`src/rtl/inbuf_arbiter.sv`:
```
// rtl/inbuf_arbiter.sv - single-port BRAM arbiter and circular FIFO controller for the RGB888 input frame memory (option macro INBUF_ARB_RR_EN)
module inbuf_arbiter #(
    parameter int DATA_W = 24,
    parameter int ADDR_W = 17,
    parameter int DEPTH  = 130560
) (
    input  logic              clka,
    input  logic              rsta,
    input  logic              flush,
    input  logic              s_valid,
    output logic              s_ready,
    input  logic [DATA_W-1:0] s_data,
    input  logic              s_sof,
    output logic              m_valid,
    input  logic              m_ready,
    output logic [DATA_W-1:0] m_data,
    output logic              m_sof,
    output logic              bram_ena,
    output logic              bram_wea,
    output logic [ADDR_W-1:0] bram_addra,
    output logic [DATA_W-1:0] bram_dina,
    input  logic [DATA_W-1:0] bram_douta,
    output logic [ADDR_W-1:0] level,
    output logic              sof_err
);
    localparam logic [ADDR_W-1:0] LAST = ADDR_W'(DEPTH - 1);
    localparam logic [ADDR_W-1:0] FULL = ADDR_W'(DEPTH);

    logic [ADDR_W-1:0] wr_ptr;
    logic [ADDR_W-1:0] rd_ptr;
    logic [ADDR_W-1:0] level_q;
    logic [DATA_W-1:0] fifo_data [2];
    logic [1:0]        fifo_sof;
    logic              fifo_rd_idx;
    logic              fifo_wr_idx;
    logic [1:0]        fifo_count;
    logic              inflight;
    logic              inflight_sof;
    logic              clear;
    logic              wreq;
    logic              rreq;
    logic              wgrant;
    logic              rgrant;
    logic              push;
    logic              pop;
`ifdef INBUF_ARB_RR_EN
    logic              rr_last;  // 1 = writer won the last contested cycle
`endif

    // Request generation and single-access grant; clears block all grants
    always_comb begin
        clear  = rsta | flush;
        wreq   = s_valid && (level_q < FULL);
        rreq   = (level_q != '0) && (({1'b0, fifo_count} + {2'b00, inflight}) < 3'd2);
        wgrant = 1'b0;
        rgrant = 1'b0;
        if (!clear) begin
`ifdef INBUF_ARB_RR_EN
            if (wreq && rreq) begin
                wgrant = !rr_last;
                rgrant = rr_last;
            end else begin
                wgrant = wreq;
                rgrant = rreq;
            end
`else
            wgrant = wreq;
            rgrant = rreq && !wreq;
`endif
        end
    end

    // BRAM port and stream outputs driven from the grant and FIFO head
    always_comb begin
        s_ready    = wgrant;
        bram_ena   = wgrant | rgrant;
        bram_wea   = wgrant;
        bram_addra = wgrant ? wr_ptr : (rgrant ? rd_ptr : '0);
        bram_dina  = wgrant ? s_data : '0;
        push       = inflight;
        pop        = (fifo_count != 2'd0) && m_ready;
        m_valid    = (fifo_count != 2'd0);
        m_data     = fifo_data[fifo_rd_idx];
        m_sof      = fifo_sof[fifo_rd_idx];
        level      = level_q;
    end

    // Pointers, level, in-flight read tracking and the 2-entry output FIFO
    always_ff @(posedge clka) begin
        if (clear) begin
            wr_ptr       <= '0;
            rd_ptr       <= '0;
            level_q      <= '0;
            inflight     <= 1'b0;
            inflight_sof <= 1'b0;
            fifo_rd_idx  <= 1'b0;
            fifo_wr_idx  <= 1'b0;
            fifo_count   <= 2'd0;
            fifo_sof     <= 2'b00;
            for (int i = 0; i < 2; i++) begin
                fifo_data[i] <= '0;
            end
        end else begin
            if (wgrant) begin
                wr_ptr  <= (wr_ptr == LAST) ? '0 : wr_ptr + ADDR_W'(1);
                level_q <= level_q + ADDR_W'(1);
            end else if (rgrant) begin
                level_q <= level_q - ADDR_W'(1);
            end
            if (rgrant) begin
                rd_ptr       <= (rd_ptr == LAST) ? '0 : rd_ptr + ADDR_W'(1);
                inflight_sof <= (rd_ptr == '0);
            end
            inflight <= rgrant;
            if (push) begin
                fifo_data[fifo_wr_idx] <= bram_douta;
                fifo_sof[fifo_wr_idx]  <= inflight_sof;
                fifo_wr_idx            <= ~fifo_wr_idx;
            end
            if (pop) begin
                fifo_rd_idx <= ~fifo_rd_idx;
            end
            case ({push, pop})
                2'b10:   fifo_count <= fifo_count + 2'd1;
                2'b01:   fifo_count <= fifo_count - 2'd1;
                default: fifo_count <= fifo_count;
            endcase
        end
    end

    // Sticky misplaced start-of-frame flag; survives flush, cleared by reset only
    always_ff @(posedge clka) begin
        if (rsta) begin
            sof_err <= 1'b0;
        end else if (wgrant && s_sof && (wr_ptr != '0)) begin
            sof_err <= 1'b1;
        end
    end

`ifdef INBUF_ARB_RR_EN
    // Remember the winner of each contested cycle; after clear the writer wins first
    always_ff @(posedge clka) begin
        if (clear) begin
            rr_last <= 1'b0;
        end else if (wreq && rreq) begin
            rr_last <= wgrant;
        end
    end
`endif

endmodule
```
`config.mk`:
```
export PLATFORM = sky130hd
export DESIGN_NAME = inbuf_arbiter
export DESIGN_NICKNAME = d
export VERILOG_FILES = /design/src/rtl/inbuf_arbiter.sv
export SDC_FILE = /design/constraint.sdc
export NUM_CORES = 1
export LEC_CHECK = 0
export CORE_MARGIN = 3
export CORE_UTILIZATION = 45
export CTS_BUF_LIST = sky130_fd_sc_hd__clkbuf_8
export DETAILED_ROUTE_END_ITERATION = 6
export PLACE_DENSITY = 0.74
export SETUP_SLACK_MARGIN = 0.15
export SLEW_MARGIN = 40
export SYNTH_ARGS = -nofsm -noshare
export SYNTH_HDL_FRONTEND = slang
export SYNTH_SLANG_ARGS = --single-unit
```
`constraint.sdc`:
```
create_clock -name clka -period 3.6 [get_ports clka]
set_input_delay 0.36 -clock clka [delete_from_list [all_inputs] [get_ports clka]]
set_output_delay 0.36 -clock clka [all_outputs]
set_load 0.03 [all_outputs]
```
==> results.cfg, run 1 <==
[synthesis]
syn-num-nets = 676
syn-cell-area_mm2 = 0.00586
synth-seq-cells = 109
synthFlopType = dfxtp_1
synth_edf_count = 48
ys_types = 52
yosysSeqAreaShare_pct = 45.5
async_flop_share_pct = 0
postSynthCellCount = 600
yosys_warnings = 0
syn_area_per_cell_um2 = 9.76

[clock_tree]
cts-root-buf = clkbuf_8
cts_tree = built
numCtsBuffers = 9
clk_pin_slew_worst_paths_ns = 0.10
clkLatencyLatePin_ns = 0.37
cts.path.max_buffers = 2
cts.sinks = 109
hold_buffers = 0
cts_max_level = 3
post_cts_buffers = 0
cts_resized = 0

[worst_setup_path]
crit_type = flop to flop
rrSetupSlack_ns = 0.52
end_kind = flop
r2r_start = level[10]
worstPathRequired_ns = 3.85
timing.rr.end = level[14]
worstRegToRegCells = 11
worstPathMaxFanout = 28
critPathLaunchType = flop
arrival_ns = 3.33

[power_and_ir_drop]
p_per_area_mw_per_mm2 = 437
ir_drop_v = 0.000340
p_total_uw = 3320
p_leak_uw = 0.00300

[placement]
dp_slack_ns = 0.406
hpwl_um = 10400
port_buffers = 141
place_congestion = 0.893

[finish]
layout-drive-gt1-share_pct = 10.7
area_growth_pct = 29.7
antenna_cells = 0
post-route-util_pct = 59.9
fin_nets = 808
fillers = 1106

[timing]
worstMarginPinSlew_ns = 0.606
setup_slack_ns = 0.523
slew_headroom_pct = 59.6
setup_violations = 0
finalSetupTns_ns = 0
fmax_mhz = 325
fin_skew_ns = 0.0176
hold_viol = 0
rsz0062_at_grt = no
period_needed_ns = 3.08
finalCritPeriodShare_pct = 85.5
drv_slew = 0

[global_routing]
grt_max_degree = 38
grt-ovfl-total = 0
grt_pass1_wl_um = 24000
grt_pass1_vias = 5006
antenna_found_initial = 0
gr-usage-all-layers_pct = 20.3

[die]
ios = 142
rows = 41
dieArea_mm2 = 0.0144
initial_core_util_pct = 46.2
die_w_um = 120
core-area_mm2 = 0.0127
die_h_um = 120

[route]
via_count = 4993
routed_wl_um = 14600
drc_errors = 0
antenna_left = 0
viasPerCell = 5.49
drt-initial-drc-count = 333
wl_per_cell_um = 16.1
dr.pass1.iters = 4

[run_status]
status = complete, no violations

[hold_path]
hp-start = fifo_sof[0]
min_path_cells = 2
hold_path_class = flop to flop
worstHoldEndpoint = fifo_sof[0]

[flow_run]
cap_violations = 0
[report_power, final]
part           internal [µW]  switching [µW]  leakage (µW)
sequential              1370            73.3       0.00103
combinational            523             620       0.00186
clock                    316             411      0.000108
[worst max-delay path, stage by stage, from the launching register on]
cell       delay (ns)
dfxtp_1          0.44
nand4_1          0.19
o211ai_1         0.20
buf_4            0.34
inv_1            0.14
fa_1             0.47
nand3b_1         0.20
a21oi_1          0.24
o2111ai_1        0.19
a32oi_1          0.26
xor2_1           0.09
a22o_1           0.19
[flip-flops by register name (all words and copies together), names as in the netlist, named ones only]
name,count
fifo_data,48
fifo_rd_idx,1
fifo_sof,2
level,17
inflight_sof,1
rd_ptr,17
inflight,1
wr_ptr,17
fifo_count,2
sof_err,1
fifo_wr_idx,1
[cell type report]
| type | count | area (µm²) | area share [%] |
|---|---|---|---|
| clock buffers | 9 | 124 | 1.63 |
| clock inverters | 7 | 62.6 | 0.824 |
| inverters | 12 | 45.0 | 0.593 |
| multi-input cells | 445 | 3000 | 39.5 |
| flip-flops and latches | 109 | 2660 | 35.1 |
| well taps | 172 | 215 | 2.83 |
| repair buffers | 155 | 1480 | 19.5 |
[metal layers]
metal / part of all wire, % / routed length (µm) / GRT usage (%) / vias up
met5: 0 / 0 / 0 / -
met4: 1.2 / 170 / 5.94 / 0
met3: 6.9 / 1010 / 4.10 / 15
met2: 47 / 6830 / 34.3 / 201
met1: 45 / 6620 / 26.5 / 2367
li1: - / - / - / 2410
[cell usage in the layout, fill, tap and decap left out, types with 18 or more instances in the layout]
cell	count
a21oi_1	23
a22o_1	19
and2_1	50
and3_1	33
buf_4	31
clkdlybuf4s50_1	123
dfxtp_1	61
edfxtp_1	48
ha_1	21
mux2_2	25
nand2_1	39
nand3_1	18
nand4_1	22
nor2_1	52
xor2_1	28
[worst max-delay path by stage]
stage | to | slack (ns) | from | depth (start not counted)
floorplan | level[14] | 0.54 | level[16] | 11
global placement | level[14] | 0.43 | rsta | 12
detailed placement | level[14] | 0.41 | rsta | 12
CTS | level[14] | 0.57 | level[10] | 11
global route | level[14] | 0.33 | level[10] | 11
finish | level[14] | 0.52 | level[10] | 11
[Yosys cell counts (all sizes together), types with 2 or more instances]
cell type	count	area (µm²)
ha	21	263
a21o	7	52.6
edfxtp	48	1440
clkbuf	21	78.8
dfxtp	61	1220
nand3	18	90.1
or3	6	37.5
o22ai	2	12.5
or2	2	12.5
xor2	28	245
nor2b	3	18.8
nand3b	2	15.0
a31oi	2	12.5
nor4	11	68.8
nand2	39	146
a21oi	23	115
inv	12	45.0
o31ai	2	15.0
nor3	9	45.0
buf	13	72.6
o2111ai	2	23.8
nor4b	2	17.5
a22o	19	166
and4	2	17.5
xnor2	15	131
mux2i	6	60.1
and3	33	206
nor2	53	199
mux2	25	282
o21bai	2	15.0
a211oi	2	15.0
and2	50	313
nand2b	4	25.0
o21ai	20	108
o21a	2	15.0
nand4	23	150
[kinds of logic after synthesis]
| family | synth area share [%] |
|---|---|
| xor+xnor | 6.43 |
| simple gates | 23.5 |
| compound gates | 10.5 |
| mux | 5.83 |
| fa+ha+maj | 4.83 |
| flops | 45.5 |
| buf+inv | 3.35 |
[per-stage QoR]
| stage | hold WS (ns) | cell area (µm²) | cells |
|---|---|---|---|
| after floorplan | 0.431 | 5860 | 600 |
| after CTS | 0.471 | 7590 | 909 |
| after global placement | 0.440 | 7410 | 893 |
| after detailed placement | 0.458 | 7410 | 893 |
| after global routing | 0.500 | 7590 | 909 |
| final | 0.471 | 7590 | 909 |
(Power assumes the default switching activity.)
==> run 2: changes to the inputs <==
Settings changed: CORE_ASPECT_RATIO set to 0.8, HOLD_SLACK_MARGIN set to 0.03, SLEW_MARGIN 40 to unset.
==> results.cfg, run 2 (synthesis gave the netlist of run 1 again) <==
[route]
wl_per_cell_um = 16.5
dr.pass1.iters = 4
drc_errors = 0
routed_wl_um = 15000
antenna_left = 0
drt-initial-drc-count = 371
viasPerCell = 5.46
via_count = 4948

[timing]
whs_ns = 0.475
finalSetupTns_ns = 0
fin_skew_ns = 0.0190
rsz0062_at_grt = no
drv_slew = 0
period_needed_ns = 3.11
worstMarginPinSlew_ns = 0.760
finalCritPeriodShare_pct = 86.5
slew_headroom_pct = 49.3
setup_violations = 0
hold_viol = 0
fmax_mhz = 321

[global_routing]
grt_pass1_vias = 4876
grt_pass1_wl_um = 24700
gr-usage-all-layers_pct = 20.9
antenna_found_initial = 0
grt_max_degree = 38
grt-ovfl-total = 0

[power_and_ir_drop]
p_leak_uw = 0.00301
switching_share_pct = 33.7
clkPwrFrac_pct = 23.1
combPwrFrac_pct = 33.7
ir_drop_v = 0.000271
switchingPower_uw = 1130
intPower_uw = 2220
p_per_area_mw_per_mm2 = 435
pwr-share-seq_pct = 43.3

[flow_run]
cap_violations = 0

[finish]
antenna_cells = 0
layout_common_cells = 124 x clkdlybuf4s50_1, 61 x dfxtp_1, 52 x nor2_1, 50 x and2_1, 48 x edfxtp_1
mostFrequentLayoutCell = clkdlybuf4s50_1
fin_nets = 807
layout-drive-gt1-share_pct = 11.0
regMostFlops = fifo_data
area_growth_pct = 31.6
largest_reg_flops = 48

[worst_setup_path]
worstPathRequired_ns = 3.24
end_kind = output port
path_buf_inv = 2
arrival_ns = 2.75
crit_path_top_delay_cell = clkdlybuf4s50_1
crit_type = flop to output port
cp_cell_sequence = nand4_1 -> o21ai_2 -> o2111ai_2 -> inv_2 -> nand2_1 -> o21ai_0 -> clkdlybuf4s50_1
worstPathMaxFanout = 12
slowest_delay_ns = 0.70
worstRegToRegCells = 10
rrSetupSlack_ns = 0.57
r2r_start = level[12]
timing.critical_path.max_delay_family = buffers and inverters
timing.rr.end = level[13]
critPathLaunchType = flop

[die]
die_h_um = 108
core-area_mm2 = 0.0124
die_w_um = 134
initial_core_util_pct = 47.1
ios = 142
dieArea_mm2 = 0.0144
rows = 36

[hold_path]
hp-start = fifo_wr_idx
hold_path_class = flop to flop
min_path_cells = 2
worstHoldEndpoint = fifo_wr_idx

[clock_tree]
cts.path.max_buffers = 2
clk_pin_slew_worst_paths_ns = 0.11
cts_max_level = 3
clkLatencyLatePin_ns = 0.38
cts_resized = 0
post_cts_buffers = 0
cts-root-buf = clkbuf_8
hold_buffers = 0
cts.sinks = 109
cts_tree = built
numCtsBuffers = 9

[placement]
port_buffers = 141
place_congestion = 0.919
hpwl_um = 11000

[run_status]
status = complete, no violations
## run 2: cell types whose count changed in the layout (fill, tap and decap cells not counted), sizes merged
cell / before / now
clkdlybuf4s50: 123 / 124
clkinvlp: 0 / 1
buf: 32 / 30
inv: 16 / 15
## run 2: worst max-delay path by stage
stage / from / end / slack, ns / depth (start not counted)
finish: level[12] / bram_addra[13] / 0.49 / 7
floorplan: level[16] / level[14] / 0.54 / 11
global route: level[9] / bram_addra[13] / 0.24 / 7
global placement: rsta / level[15] / 0.58 / 11
detailed placement: flush / level[13] / 0.49 / 11
CTS: level[9] / bram_addra[13] / 0.45 / 7
## run 2: tightest hold or removal path, stage by stage, from the launching register on
cell and delay, ns:
dfxtp_1 0.33, nand2_1 0.06, a21oi_1 0.05
## run 2: power groups by stage
| stage | logic, µW | registers, µW | clock network (µW) |
|---|---|---|---|
| floorplan | 691 | 1550 | 0 |
| global placement | 1100 | 1470 | 0 |
| detailed placement | 1130 | 1480 | 0 |
| CTS | 1130 | 1450 | 795 |
| global route | 1240 | 1460 | 833 |
| finish | 1130 | 1450 | 773 |
## run 2: area by class of cell
| cell class | count | area (µm²) |
|---|---|---|
| Timing Repair Buffer | 154 | 1580 |
| Multi-Input combinational cell | 445 | 3000 |
| Inverter | 12 | 45.0 |
| Tap cell | 171 | 214 |
| Sequential cell | 109 | 2660 |
| Fill cell | 1059 | 4730 |
| Clock inverter | 7 | 80.1 |
| Clock buffer | 9 | 124 |
## run 2: layer usage
metal	vias up	global-route usage, %	routed length [µm]
met3	12	4.28	703
met2	119	35.3	7320
met5	-	0	0
met1	2398	28.3	6850
li1	2419	-	-
met4	0	3.67	108
## run 2: per-stage QoR
stage	std cells	power, µW	util [%]	setup WS [ns]	area [µm²]
2_1_floorplan	600	2240	-	0.536	5860
3_5_place_dp	891	2600	60.3	0.491	7500
5_1_grt	907	3530	62.0	0.240	7700
6_report	907	3350	62.0	0.486	7700
3_3_place_gp	891	2570	60.3	0.585	7500
4_1_cts	907	3380	62.0	0.453	7700
